<file path="src/rtl/lifi_codeword_rx.sv">
// ============================================================================
// Module   : lifi_codeword_rx
// Purpose  : Oversampling UART-style framer that assembles Hamming codewords
//            for hamming_decoder. Optional LIFI_RX_MAJORITY_EN enables 2-of-3
//            majority bit decisions.
// Revision : 1.0 - initial release
// ============================================================================
`default_nettype none

module lifi_codeword_rx #(
  parameter int OVS       = 8,
  parameter int CW_W      = 7,
  parameter int STOP_BITS = 1
) (
  input  logic            clk,
  input  logic            reset,
  input  logic            rx_in,
  input  logic            enable,
  input  logic            dec_ready,
  output logic [CW_W-1:0] codeword,
  output logic            valid,
  output logic            busy,
  output logic            frame_err,
  output logic            overrun
);

  localparam int c_sw = $clog2(OVS);
  localparam int c_bw = (CW_W > 1) ? $clog2(CW_W) : 1;
  localparam logic [c_sw-1:0] c_scnt_max  = c_sw'(OVS - 1);
  localparam logic [c_bw-1:0] c_bcnt_last = c_bw'(CW_W - 1);
  localparam logic            c_stop_last = 1'(STOP_BITS - 1);

  typedef enum logic [1:0] {
    S_IDLE  = 2'd0,
    S_START = 2'd1,
    S_DATA  = 2'd2,
    S_STOP  = 2'd3
  } state_t;

  state_t          r_state;
  logic            r_sync1;
  logic            r_rx_s;
  logic            r_rx_prev;
  logic [c_sw-1:0] r_scnt;
  logic [c_bw-1:0] r_bcnt;
  logic            r_stopcnt;
  logic [CW_W-1:0] r_sr;
  logic [CW_W-1:0] r_codeword;
  logic            r_valid;
  logic            r_frame_err;
  logic            r_overrun;
  logic            r_pending;
  logic            w_tick;
  logic            w_bit;
  logic            w_pend_hold;

  always_ff @(posedge clk or negedge reset) begin
    if (!reset) begin
      r_sync1   <= 1'b1;
      r_rx_s    <= 1'b1;
      r_rx_prev <= 1'b1;
    end else begin
      r_sync1   <= rx_in;
      r_rx_s    <= r_sync1;
      r_rx_prev <= r_rx_s;
    end
  end

`ifdef LIFI_RX_MAJORITY_EN
  // Window is scnt = OVS/2-2 .. OVS/2; the vote is taken when scnt reaches OVS/2.
  localparam logic [c_sw-1:0] c_decide = c_sw'(OVS / 2);
  logic [1:0] r_hist;

  always_ff @(posedge clk or negedge reset) begin
    if (!reset) begin
      r_hist <= 2'b11;
    end else begin
      r_hist <= {r_hist[0], r_rx_s};
    end
  end

  assign w_bit = (r_hist[1] & r_hist[0]) | (r_hist[1] & r_rx_s) | (r_hist[0] & r_rx_s);
`else
  localparam logic [c_sw-1:0] c_decide = c_sw'(OVS / 2 - 1);
  assign w_bit = r_rx_s;
`endif

  // scnt free-runs from START entry, so every wrap lands on the next bit centre.
  assign w_tick      = (r_scnt == c_decide);
  assign w_pend_hold = r_pending & ~(dec_ready & ~r_valid);

  always_ff @(posedge clk or negedge reset) begin
    if (!reset) begin
      r_state     <= S_IDLE;
      r_scnt      <= '0;
      r_bcnt      <= '0;
      r_stopcnt   <= 1'b0;
      r_sr        <= '0;
      r_codeword  <= '0;
      r_valid     <= 1'b0;
      r_frame_err <= 1'b0;
      r_overrun   <= 1'b0;
      r_pending   <= 1'b0;
    end else begin
      r_valid     <= 1'b0;
      r_frame_err <= 1'b0;
      r_pending   <= w_pend_hold;
      r_scnt      <= (r_scnt == c_scnt_max) ? '0 : r_scnt + 1'b1;
      if (!enable) begin
        r_state <= S_IDLE;
      end else begin
        case (r_state)
          S_IDLE: begin
            if (r_rx_prev && !r_rx_s) begin
              r_state <= S_START;
              r_scnt  <= '0;
            end
          end
          S_START: begin
            if (w_tick) begin
              if (w_bit) begin
                r_state <= S_IDLE;
              end else begin
                r_state <= S_DATA;
                r_bcnt  <= '0;
              end
            end
          end
          S_DATA: begin
            if (w_tick) begin
              r_sr[r_bcnt] <= w_bit;
              if (r_bcnt == c_bcnt_last) begin
                r_state   <= S_STOP;
                r_stopcnt <= 1'b0;
              end else begin
                r_bcnt <= r_bcnt + 1'b1;
              end
            end
          end
          S_STOP: begin
            if (w_tick) begin
              if (!w_bit) begin
                r_frame_err <= 1'b1;
                r_state     <= S_IDLE;
              end else if (r_stopcnt == c_stop_last) begin
                r_state <= S_IDLE;
                if (w_pend_hold) begin
                  r_overrun <= 1'b1;
                end else begin
                  r_codeword <= r_sr;
                  r_valid    <= 1'b1;
                  r_pending  <= 1'b1;
                end
              end else begin
                r_stopcnt <= r_stopcnt + 1'b1;
              end
            end
          end
          default: r_state <= S_IDLE;
        endcase
      end
    end
  end

  assign codeword  = r_codeword;
  assign valid     = r_valid;
  assign busy      = (r_state != S_IDLE);
  assign frame_err = r_frame_err;
  assign overrun   = r_overrun;

endmodule

`default_nettype wire

</file>
<file path="config.mk">
export PLATFORM = sky130hd
export DESIGN_NAME = lifi_codeword_rx
export DESIGN_NICKNAME = d
export VERILOG_FILES = /design/src/rtl/lifi_codeword_rx.sv
export SDC_FILE = /design/constraint.sdc
export NUM_CORES = 1
export LEC_CHECK = 0
export ABC_AREA = 1
export BUFFER_PORTS_ARGS = -buffer_cell sky130_fd_sc_hd__buf_2
export CAP_MARGIN = 20
export CORE_MARGIN = 2
export CORE_UTILIZATION = 55
export DETAILED_ROUTE_END_ITERATION = 8
export HOLD_SLACK_MARGIN = 0.12
export PLACE_DENSITY = 0.87
export SETUP_SLACK_MARGIN = 0.15
export SYNTH_ARGS = -nofsm -noshare
export SYNTH_HDL_FRONTEND = slang
export SYNTH_SLANG_ARGS = --single-unit
</file>
<file path="constraint.sdc">
create_clock -name clk -period 1.7 [get_ports clk]
set_clock_uncertainty 0.1 [all_clocks]
set_input_delay 0.085 -clock clk [delete_from_list [all_inputs] [get_ports clk]]
set_output_delay 0.085 -clock clk [all_outputs]
set_load 0.05 [all_outputs]
</file>
---- After elaboration in Yosys (flattened, before gate mapping) ----
Index checks and enable logic that the tools add are counted.
word-level totals
  input port bits ......................... 5
  ROM bits ................................ 0
  memories kept ........................... 0
  logic and storage cells ................. 99
  register bits after elaboration ......... 30
  output and inout bits ................... 11
  latch bits .............................. 0
  memory bits (writable) .................. 0
cells by class
  multiplexer cells ....................... 43
  $mul .................................... 0
  bitwise logic cells ..................... 6
  magnitude comparators ................... 2
  equality and inequality tests ........... 19
  divide/modulo/power cells ............... 0
  $add $sub $neg .......................... 3
  reductions and logical operators ........ 13
  shift-type cells ........................ 0
operator list
  kind                 number
  $reduce_and 6->1     5
  $mux 3               8
  $mux 1               21
  $mux 2               9
  $ne 3x3->1 const B   5
  $ne 2x2->1 const B   7
  $pmux 2 s4           1
  $bwmux 7             1
  $add 3x1->3 const B  2
  $eq 3x3->1 const B   2
  $pmux 3 s2           1
  $reduce_bool 2->1    3
  $eq 2x2->1 const B   2
  $lt 3x4->1 const B   1
  $ne 4x4->1 const B   1
  $not 1->1            4
  $demux 1 s3          1
  $eq 3x2->1 const B   1
  $ge 3x1->1 const B   1
  $reduce_and 3->1     1
  $and 1x1->1          2
  $eq 2x1->1 const B   1
  $logic_and 1x1->1    2
  $logic_not 2->1      1
  3 further kinds      3

---- Logic depth before layout (Yosys ltp) ----
Gate-level depths: netlist (run 1).
  depth after elaboration ................. 10
  gate-level depth with buffers ........... 9

---- Least setup slack after synthesis (run 1) ----
Ideal clock, no wire load.
  kind .................................... register to register
  from .................................... register r_valid, in the netlist valid
  to ...................................... register r_codeword[0], in the netlist codeword[0]
  slack ................................... 0.213 ns
  period minus slack after synthesis ...... 1.487 ns
  data arrival time ....................... 1.264 ns
  cell stages (with the launch flop) ...... 6
  data required time ...................... 1.477 ns
  library setup time ...................... 0.123 ns
  buffers on the path ..................... 0
  cell sequence ........................... dfrtp_1 -> inv_1 -> a21boi_2 -> nor2_8 -> nand2_1 -> nand2_1
on the way
  word-level cells in the longest chain between the ends .. 6
ends and longest elaborated chain
  element                            RTL line  source
  start: declaration                 49        logic r_valid;
  start signal: assignment           100       r_valid <= 1'b0;
  start signal: assignment           105       r_valid <= 1'b0;
  start signal: assignment           151       r_valid <= 1'b1;
  $not 1->1                          90        assign w_pend_hold = r_pending & ~(dec_ready & ~r_valid);
  $and 1x1->1                        90
  $not 1->1                          90
  $and 1x1->1                        90
  $not 1->1 (no source line)         -
  $reduce_and 6->1 (no source line)  -
  end signal: assignment             150       r_codeword <= r_sr;
  end: declaration                   48        logic [CW_W-1:0] r_codeword;
No other way between the ends.
A chain may end at the register's enable or synchronous reset.

---- Worst setup path after layout (run 1) ----
  from .................................... register r_state[1]
  to ...................................... output port busy
on the way
  word-level cells in the longest chain between the ends .. 1
ends and longest elaborated chain
  element                   RTL line  source
  start: declaration        40        state_t r_state;
  start signal: assignment  94        r_state <= S_IDLE;
  start signal: assignment  110       r_state <= S_IDLE;
  start signal: assignment  115       r_state <= S_START;
  $reduce_bool 2->1         167       assign busy = (r_state != S_IDLE);
  end: declaration          22        output logic busy,
No other way between the ends.

==> impl_metrics.py, run 1 <==
metrics = {
    "synth": {
        "async_flop_share_pct": 100,
        "yosys_warnings": 0,
        "synth_common_cells": "nand2_1 (48), dfrtp_1 (26), inv_1 (14), nand3_1 (13), o21ai_0 (13)",
        "synth_nets": 158,
        "synth-seq-area-share_pct": 55.5,
        "synth_top_area_share_pct": 49.5,
        "ys.flop_type": "dfrtp_1",
        "synth_largest_area_cell": "dfrtp_1",
        "netlist_area_sq_um": 1310,
        "ys_seq_elements": 29,
        "synth.avg_cell_area_sq_um": 8.88,
        "synth_most_common_cell": "nand2_1",
        "synth-edff-count": 0,
        "postSynthCellCount": 148,
        "synth_cell_types": 21,
        "synth_area_leaders": "dfrtp_1 (50%), nand2_1 (14%), dfstp_2 (6.0%)",
    },
    "clock_network": {
        "insertion_delay_ns": 0.33,
        "cts-root-buf": "clkbuf_4",
        "htreeDepth": 2,
        "cts_tree": "yes",
        "numClockSinks": 29,
        "cts-buffers-inserted": 5,
        "clockBufferDepth": 2,
        "cts.clk_slew.worst_paths_ns": 0.09,
    },
    "die": {
        "start_util_pct": 58.8,
        "core_sq_um": 2230,
        "num_io_pins": 16,
        "fp.dieH_um": 52.9,
        "die_w_um": 52.9,
        "dieArea_sq_um": 2800,
        "fp-row-count": 17,
    },
    "global_route": {
        "overflow": 0,
        "grt_max_degree": 30,
        "antenna_found_initial": 0,
        "grt_pass1_vias": 991,
        "grt_util_all_layers_pct": 21.6,
        "grt_pass1_wl_mm": 4.20,
    },
    "critical_path": {
        "slowest_stage": "dfrtp_1",
        "path_max_fanout": 7,
        "arrival_ns": 1.28,
        "reg2reg_depth": 7,
        "crit_path_end_kind": "output port",
        "path_cells": "inv_1 -> nand2_1 -> buf_2",
        "crit_family": "flip-flops",
        "worst-setup-path-type": "flop to output port",
        "slowest_delay_ns": 0.47,
        "r2r_setup_slack_ns": 0.25,
        "cp_num_buf_inv": 2,
        "critPathLaunchType": "flop",
        "critPathRequiredTime_ns": 1.51,
        "crit_cells": 3,
    },
    "detailed_routing": {
        "viasPerCell": 5.26,
        "ant_nets": 0,
        "via_count": 1073,
        "drt_iter0_drc": 24,
        "drc": 0,
        "firstDrtPassIters": 4,
        "wl_per_cell_um": 12.3,
        "drt_wl_total_mm": 2.51,
    },
    "sta": {
        "hold_viol_final": 0,
        "relSlewSlack_pct": 58.2,
        "worstMarginPinSlew_ns": 0.626,
        "tns_ns": 0,
        "finalSetupViolations": 0,
        "period_minus_slack_ns": 1.47,
        "layout_setup_ws_ns": 0.232,
        "fmax_ghz": 0.681,
        "rsz0062_at_grt": "no",
        "slew_viol_final": 0,
        "period_share_pct": 86.4,
    },
    "final_layout": {
        "antennaDiodeCount": 0,
        "nets": 185,
        "syn_to_final_growth_pct": 21.3,
        "drive_gt1_share_pct": 23.9,
        "layout.cells.non_filler": 204,
        "final_util_pct": 71.4,
    },
    "flow_run": {
        "cap_violations": 0,
    },
    "placed_design": {
        "port_buffers": 15,
        "dp.cells": 189,
        "dp_slack_ns": 0.0731,
        "finalWeightedCongestion": 0.836,
        "dpl.hpwl_mm": 1.77,
    },
    "power_and_ir_drop": {
        "ir_worst_vdd_uv": 990,
        "leakage_nw": 0.844,
        "powerDensity_nw_per_um2": 946,
    },
    "outcome": {
        "status": "completed",
    },
    "hold_path": {
        "hold_class": "primary input to async pin",
    },
}
cell type report:
type | instances | area, sq um
fill | 169 | 639
timing repair buffer | 21 | 130
clock buffer | 7 | 65.1
multi-input combinational | 104 | 577
inverter | 14 | 52.6
tap | 28 | 35.0
sequential | 29 | 729
clock inverter | 1 | 5.00
worst reg2reg max path: cells and delay by family, from the launching register on:
kind                       cells  cell delay, ns
AOI/OAI and AO/OA              1            0.17
DFF                            1            0.39
adders and majority gates      2            0.29
and+or+nand+nor                4            0.37
cells by family (layout without fill, tap and decap cells):
group / after synthesis / after routing / share of synthesized area [%]
simple gates: 81 / 82 / 27.6
flops: 29 / 29 / 55.5
compound gates: 16 / 16 / 6.76
buf+inv: 16 / 43 / 4.67
fa+ha+maj: 5 / 5 / 4.76
xor+xnor: 1 / 1 / 0.667
registers in the layout, summed over array words and instances (netlist names), 2 cells and up:
register	flops
codeword	7
r_scnt	3
r_state	2
r_bcnt	3
r_sr	7
path summary, 6_finish.rpt:
| check | from | endpoint |
|---|---|---|
| max in group asynchronous | reset | codeword[5]$_DFFE_PN0P_ |
| setup / recovery | r_state[1]$_DFFE_PN0P_ | busy |
| hold reg to reg | r_sync1$_DFF_PN1_ | r_rx_s$_DFF_PN1_ |
| min in group clk | r_sync1$_DFF_PN1_ | r_rx_s$_DFF_PN1_ |
| hold / removal | reset | r_pending$_DFF_PN0_ |
| setup reg to reg | r_scnt[0]$_DFF_PN0_ | codeword[0]$_DFFE_PN0P_ |
report_power, final:
part,leakage (nW),internal (mW),total (mW),switching [mW]
Combinational,0.414,0.112,0.253,0.141
Sequential,0.389,0.741,0.784,0.0427
Clock,0.0413,0.239,0.471,0.231
metal layers:
| metal | routed length [um] | vias up | global-route usage, % | share of wire [%] |
|---|---|---|---|---|
| li1 | - | 530 | - | - |
| met1 | 1090 | 510 | 25.7 | 43 |
| met2 | 1270 | 30 | 35.8 | 51 |
| met3 | 124 | 3 | 8.47 | 4.9 |
| met4 | 32 | 0 | 6.41 | 1.3 |
| met5 | 0 | - | 0 | 0 |
through the flow:
stage / hold WS, ns / power (mW) / instance area, sq um
global placement: 0.0205 / 0.959 / 1420
detailed placement: 0.0346 / 0.976 / 1420
floorplan: -0.311 / 0.917 / 1310
CTS: 0.205 / 1.46 / 1560
finish: 0.199 / 1.51 / 1590
global route: 0.263 / 1.60 / 1590
repair_timing:
action,4_1_cts,5_1_grt
endpoints found under the setup margin,12,17
cloned,1,0
hold buffers,4,0
pin swaps,2,1
endpoints found under the hold margin,38,0
gates resized for setup,6,10
setup buffers,2,0
layout by cell type (no fill, tap or decap), types with 3 or more instances in the layout:
cell	count
o21ai_1	4
buf_2	15
ha_1	3
nand2_2	3
inv_1	12
dlygate4sd3_1	4
nand2_1	46
dfrtp_1	26
dfstp_2	3
nand3_1	13
nor2_1	9
o21ai_0	10
clkbuf_4	5
No activity file was read; power rests on OpenSTA's default activity.
==> run 2: changes to the inputs <==
--- a/config.mk
+++ b/config.mk
@@ -5,7 +5,6 @@
 export SDC_FILE = /design/constraint.sdc
 export NUM_CORES = 1
 export LEC_CHECK = 0
-export ABC_AREA = 1
 export BUFFER_PORTS_ARGS = -buffer_cell sky130_fd_sc_hd__buf_2
 export CAP_MARGIN = 20
 export CORE_MARGIN = 2
==> impl_metrics.py, run 2 <==
metrics = {
    "final_layout": {
        "multi_input_area_sq_um": 699,
        "fillerInstances": 101,
        "layout_common_cells": "dfrtp_1 (23), buf_2 (14), buf_4 (13), mux2_4 (12)",
        "layout.cells.non_filler": 171,
        "drive_gt1_share_pct": 54.5,
        "syn_to_final_growth_pct": 41.5,
        "register_area_sq_um": 733,
        "fin_area_sq_um": 1850,
        "antennaDiodeCount": 0,
        "final_common_cell": "dfrtp_1",
        "nets": 152,
    },
    "clock_network": {
        "numClockSinks": 29,
        "cts-root-buf": "clkbuf_4",
        "clockBufferDepth": 2,
        "cts-buffers-inserted": 5,
        "insertion_delay_ns": 0.34,
        "htreeDepth": 2,
        "cts_tree": "yes",
        "cts.clk_slew.worst_paths_ns": 0.10,
    },
    "detailed_routing": {
        "drc": 0,
        "drt_iter0_drc": 63,
        "drt_wl_total_mm": 3.89,
        "via_count": 1079,
        "ant_nets": 0,
        "firstDrtPassIters": 4,
        "viasPerCell": 6.31,
        "wl_per_cell_um": 22.7,
    },
    "synth": {
        "yosys_warnings": 0,
        "synth_largest_area_cell": "dfrtp_1",
        "ys.flop_type": "dfrtp_1",
        "synth_nets": 113,
        "synth_area_leaders": "dfrtp_1 (50%), mux2_2 (12%), dfstp_2 (6.0%)",
        "synth-edff-count": 0,
        "ys_seq_elements": 29,
        "async_flop_share_pct": 100,
        "synth-seq-area-share_pct": 55.8,
        "synth_most_common_cell": "dfrtp_1",
        "postSynthCellCount": 103,
        "synth.avg_cell_area_sq_um": 12.7,
        "netlist_area_sq_um": 1310,
        "synth_common_cells": "dfrtp_1 (26), mux2_2 (14), ha_1 (5), nand2_1 (5)",
        "synth_cell_types": 37,
        "synth_top_area_share_pct": 49.8,
    },
    "sta": {
        "layout_setup_ws_ns": -0.131,
        "slew_viol_final": 0,
        "rsz0062_at_grt": "yes",
        "worstMarginPinSlew_ns": 0.629,
        "period_share_pct": 108,
        "tns_ns": -1.46,
        "finalSetupViolations": 17,
        "relSlewSlack_pct": 58.1,
        "period_minus_slack_ns": 1.83,
        "fmax_ghz": 0.546,
        "hold_viol_final": 0,
    },
    "critical_path": {
        "path_cells": "ha_4 -> ha_4 -> buf_4 -> and4b_2 -> nand4_1 -> mux2_4",
        "r2r_setup_slack_ns": -0.13,
        "critPathLaunchType": "flop",
        "critPathRequiredTime_ns": 1.83,
        "slowest_delay_ns": 0.42,
        "arrival_ns": 1.96,
        "crit_family": "simple AND/OR/NAND/NOR gates",
        "crit_path_end_kind": "flop",
        "worst-setup-path-type": "flop to flop",
        "cp_num_buf_inv": 1,
        "path_max_fanout": 4,
        "crit_cells": 6,
        "reg2reg_depth": 6,
        "cpMostUsedCell": "ha_4",
        "slowest_stage": "dfrtp_1",
    },
    "flow_run": {
        "cap_violations": 0,
    },
    "power_and_ir_drop": {
        "seq_power_share_pct": 43.8,
        "power_frac_clock_pct": 33.1,
        "powerDensity_nw_per_um2": 980,
        "p_int_mw": 1.31,
        "leakage_nw": 0.913,
        "p_sw_mw": 0.501,
        "pwr-share-comb_pct": 23.1,
        "ir_worst_vdd_uv": 1130,
        "switching_share_pct": 27.6,
    },
    "die": {
        "die_w_um": 52.7,
        "core_sq_um": 2230,
        "start_util_pct": 58.5,
        "fp-row-count": 17,
        "fp.dieH_um": 52.7,
        "dieArea_sq_um": 2780,
        "num_io_pins": 16,
    },
    "outcome": {
        "status": "complete, but fails checks",
        "violations": "setup timing",
    },
    "placed_design": {
        "place_area_sq_um": 1500,
        "finalWeightedCongestion": 0.839,
        "dpl.hpwl_mm": 1.83,
        "dp.cells": 149,
        "port_buffers": 15,
    },
    "global_route": {
        "grt_util_all_layers_pct": 26.8,
        "grt_max_degree": 30,
        "grt_pass1_vias": 988,
        "overflow": 0,
        "antenna_found_initial": 0,
        "grt_pass1_wl_mm": 4.87,
    },
    "hold_path": {
        "worstHoldPathCells": 4,
        "hold_class": "primary input to flop",
    },
}
[run 2: cell count changes after synthesis, moves of 2 or more]
cell,before,now
nor2b_1,0,2
nor2_1,10,3
inv_1,14,3
nand2_2,2,0
nand2_1,48,5
and3_1,0,4
o21ai_0,13,1
nand4b_1,0,2
nor4_1,0,2
mux2_2,0,14
clkbuf_1,1,4
nand3_1,13,2
a31oi_1,0,2
[run 2: worst paths after layout]
check	start	to
hold reg to reg	r_sync1$_DFF_PN1_	r_rx_s$_DFF_PN1_
setup reg to reg	r_scnt[0]$_DFF_PN0_	r_sr[6]$_DFFE_PN0P_
max in group asynchronous	reset	valid$_DFF_PN0_
setup / recovery	r_scnt[0]$_DFF_PN0_	r_sr[6]$_DFFE_PN0P_
hold / removal	enable	valid$_DFF_PN0_
min in group asynchronous	reset	r_sr[2]$_DFFE_PN0P_
[run 2: cells by family after synthesis]
family	Yosys count	synth area share, %
muxes	15	12.8
buffers and inverters	8	2.30
adders and majority gates	5	4.79
AOI/OAI and AO/OA	11	7.09
and+or+nand+nor	35	17.1
DFF	29	55.8
[run 2: through the flow]
| stage | hold slack, ns | utilization (%) | total power [mW] | worst slack (ns) |
|---|---|---|---|---|
| 6_report | 0.186 | 82.7 | 1.81 | -0.131 |
| 5_1_grt | 0.176 | 82.7 | 1.86 | -0.132 |
| 4_1_cts | 0.129 | 77.9 | 1.68 | -0.125 |
| 3_5_place_dp | 0.0322 | 67.2 | 1.04 | -0.192 |
| 3_3_place_gp | 0.0252 | 67.2 | 1.01 | -0.0451 |
| 2_1_floorplan | -0.311 | - | 0.960 | 0.00202 |
[run 2: final cells by class]
class / count / area share, %
clock buffers: 7 / 2.98
well taps: 28 / 1.90
repair buffers: 37 / 15.4
clock inverters: 1 / 1.62
inverters: 3 / 0.609
multi-input cells: 66 / 37.8
flip-flops and latches: 29 / 39.7
[run 2: worst min-delay path: cells and delay by family]
family                 cells  cell delay, ns
AOI/OAI and AO/OA          1            0.07
buffers and inverters      2            0.27
and+or+nand+nor            1            0.16
[run 2: what timing repair did]
action	CTS	global route
pin swaps	8	4
hold endpoints to repair	36	0
resized for setup	19	13
setup endpoints to repair	19	24
buffers inserted	5	5
hold buffers	4	0
[run 2: metal layers]
metal	GRT usage, %	wire length (um)	vias up
li1	-	-	459
met1	29.7	1470	536
met2	42.9	1960	64
met3	9.43	236	20
met4	17.9	228	0
met5	0	0	-
[run 2: power by group through the flow]
stage,Combinational [mW],Clock (mW),Sequential (mW)
3_3_place_gp,0.231,0,0.782
2_1_floorplan,0.182,0,0.779
3_5_place_dp,0.252,0,0.790
6_report,0.418,0.599,0.793
5_1_grt,0.440,0.629,0.796
4_1_cts,0.307,0.596,0.776
==> run 3: changes to the inputs <==
--- a/config.mk
+++ b/config.mk
@@ -7,6 +7,7 @@
 export LEC_CHECK = 0
 export BUFFER_PORTS_ARGS = -buffer_cell sky130_fd_sc_hd__buf_2
 export CAP_MARGIN = 20
+export CORE_ASPECT_RATIO = 0.6
 export CORE_MARGIN = 2
 export CORE_UTILIZATION = 55
 export DETAILED_ROUTE_END_ITERATION = 8
==> impl_metrics.py, run 3 (same netlist as run 2, synthesis figures left out) <==
metrics = {
    "final_layout": {
        "final_common_cell": "dfrtp_1",
        "fin_area_sq_um": 1770,
        "final_util_pct": 80.1,
        "nets": 146,
        "layout.cells.non_filler": 167,
        "fillerInstances": 122,
        "antennaDiodeCount": 0,
        "syn_to_final_growth_pct": 35.7,
        "layout_common_cells": "dfrtp_1 (23), buf_2 (14), mux2_4 (13), buf_4 (7), buf_6 (6)",
        "drive_gt1_share_pct": 50.4,
    },
    "die": {
        "num_io_pins": 16,
        "core_sq_um": 2210,
        "fp.dieH_um": 41.8,
        "start_util_pct": 59.0,
        "fp-row-count": 13,
        "dieArea_sq_um": 2790,
        "die_w_um": 66.9,
    },
    "placed_design": {
        "dp.cells": 151,
        "port_buffers": 15,
        "dp_slack_ns": -0.0779,
        "dpl.hpwl_mm": 2.01,
        "place_area_sq_um": 1490,
        "finalWeightedCongestion": 0.803,
    },
    "hold_path": {
        "hold_class": "primary input to flop",
        "min-delay-start": "enable",
    },
    "clock_network": {
        "cts_tree": "yes",
        "cts-root-buf": "clkbuf_8",
        "clockBufferDepth": 2,
        "insertion_delay_ns": 0.28,
        "cts.clk_slew.worst_paths_ns": 0.07,
        "htreeDepth": 2,
        "numClockSinks": 29,
        "cts-buffers-inserted": 5,
    },
    "critical_path": {
        "crit_path_end_kind": "flop",
        "cp_num_buf_inv": 1,
        "crit_family": "adder cells",
        "critPathLaunchType": "flop",
        "worst-setup-path-type": "flop to flop",
        "slowest_delay_ns": 0.36,
        "arrival_ns": 1.88,
        "slowest_stage": "dfrtp_1",
        "path_max_fanout": 5,
        "path_cells": "ha_2 -> ha_4 -> nand4b_1 -> buf_6 -> nor4_4 -> mux2_4",
        "r2r_start": "r_scnt[1]$_DFF_PN0_",
        "worstSetupStartpoint": "r_scnt[1]$_DFF_PN0_",
        "critPathRequiredTime_ns": 1.76,
    },
    "sta": {
        "worstMarginPinSlew_ns": 0.626,
        "fmax_ghz": 0.550,
        "hold_ws_ns": 0.210,
        "relSlewSlack_pct": 58.3,
        "period_minus_slack_ns": 1.82,
        "hold_viol_final": 0,
        "rsz0062_at_grt": "yes",
        "finalSetupViolations": 14,
        "tns_ns": -0.698,
        "period_share_pct": 107,
        "slew_viol_final": 0,
        "layout_setup_ws_ns": -0.118,
    },
    "global_route": {
        "grt_util_all_layers_pct": 26.9,
        "antenna_found_initial": 0,
        "grt_pass1_vias": 1072,
        "grt_max_degree": 30,
        "grt_pass1_wl_mm": 5.23,
        "overflow": 0,
    },
    "detailed_routing": {
        "wl_per_cell_um": 19.6,
        "drt_iter0_drc": 64,
        "viasPerCell": 6.05,
        "ant_nets": 0,
        "via_count": 1011,
        "drt_wl_total_mm": 3.27,
        "firstDrtPassIters": 4,
        "drc": 0,
    },
    "power_and_ir_drop": {
        "leakage_nw": 0.881,
        "power.total_mw": 1.66,
        "powerDensity_nw_per_um2": 934,
        "ir_worst_vdd_uv": 756,
    },
    "flow_run": {
        "cap_violations": 0,
    },
    "outcome": {
        "status": "complete, but fails checks",
        "violations": "setup timing",
    },
}
==> run 3: cell count changes in the layout (fill, tap and decap cells not counted), sizes merged <==
| cell | before | now |
|---|---|---|
| bufinv | 1 | 0 |
| buf | 33 | 27 |
| clkbuf | 7 | 6 |
| clkinv | 0 | 2 |
==> run 3: repair_timing <==
item | CTS | global route
hold buffers | 4 | 0
resized for setup | 16 | 15
hold endpoints to repair | 34 | 0
pin swaps | 2 | 5
setup buffers | 3 | 1
endpoints found under the setup margin | 19 | 24
==> run 3: tightest hold or removal path: stages <==
cell	delay [ns]
buf_2	0.13
and4_1	0.19
nor2_1	0.13
==> run 3: final timing paths <==
path	slack (ns)	cells past startpoint	to
worst max-delay path	-0.12	6	r_sr[1]$_DFFE_PN0P_
min in group asynchronous	0.27	2	r_scnt[2]$_DFF_PN0_
worst max register to register	-0.12	6	r_sr[1]$_DFFE_PN0P_
worst min-delay path	0.21	3	r_scnt[2]$_DFF_PN0_
max in group asynchronous	0.78	2	r_bcnt[1]$_DFFE_PN0P_
worst min register to register	0.26	0	r_rx_s$_DFF_PN1_
==> run 3: report_power, final <==
group,internal [mW],switching [mW]
Clock,0.283,0.259
Combinational,0.158,0.179
Sequential,0.744,0.0342
Total,1.18,0.472
==> run 3: cell type report <==
| type | instances | area, sq um | area share, % |
|---|---|---|---|
| Clock buffer | 6 | 72.6 | 4.09 |
| Sequential cell | 29 | 733 | 41.4 |
| Inverter | 3 | 11.3 | 0.635 |
| Timing Repair Buffer | 31 | 230 | 13.0 |
| Multi-Input combinational cell | 66 | 678 | 38.2 |
| Clock inverter | 2 | 10.0 | 0.565 |
| Tap cell | 30 | 37.5 | 2.12 |
==> run 3: routing by layer <==
layer | global-route usage (%) | vias up | share of wire (%)
met5 | 0 | - | 0
met4 | 15.5 | 0 | 4.1
met3 | 8.13 | 18 | 7.5
met2 | 43.6 | 58 | 48
met1 | 31.7 | 493 | 41
li1 | - | 442 | -
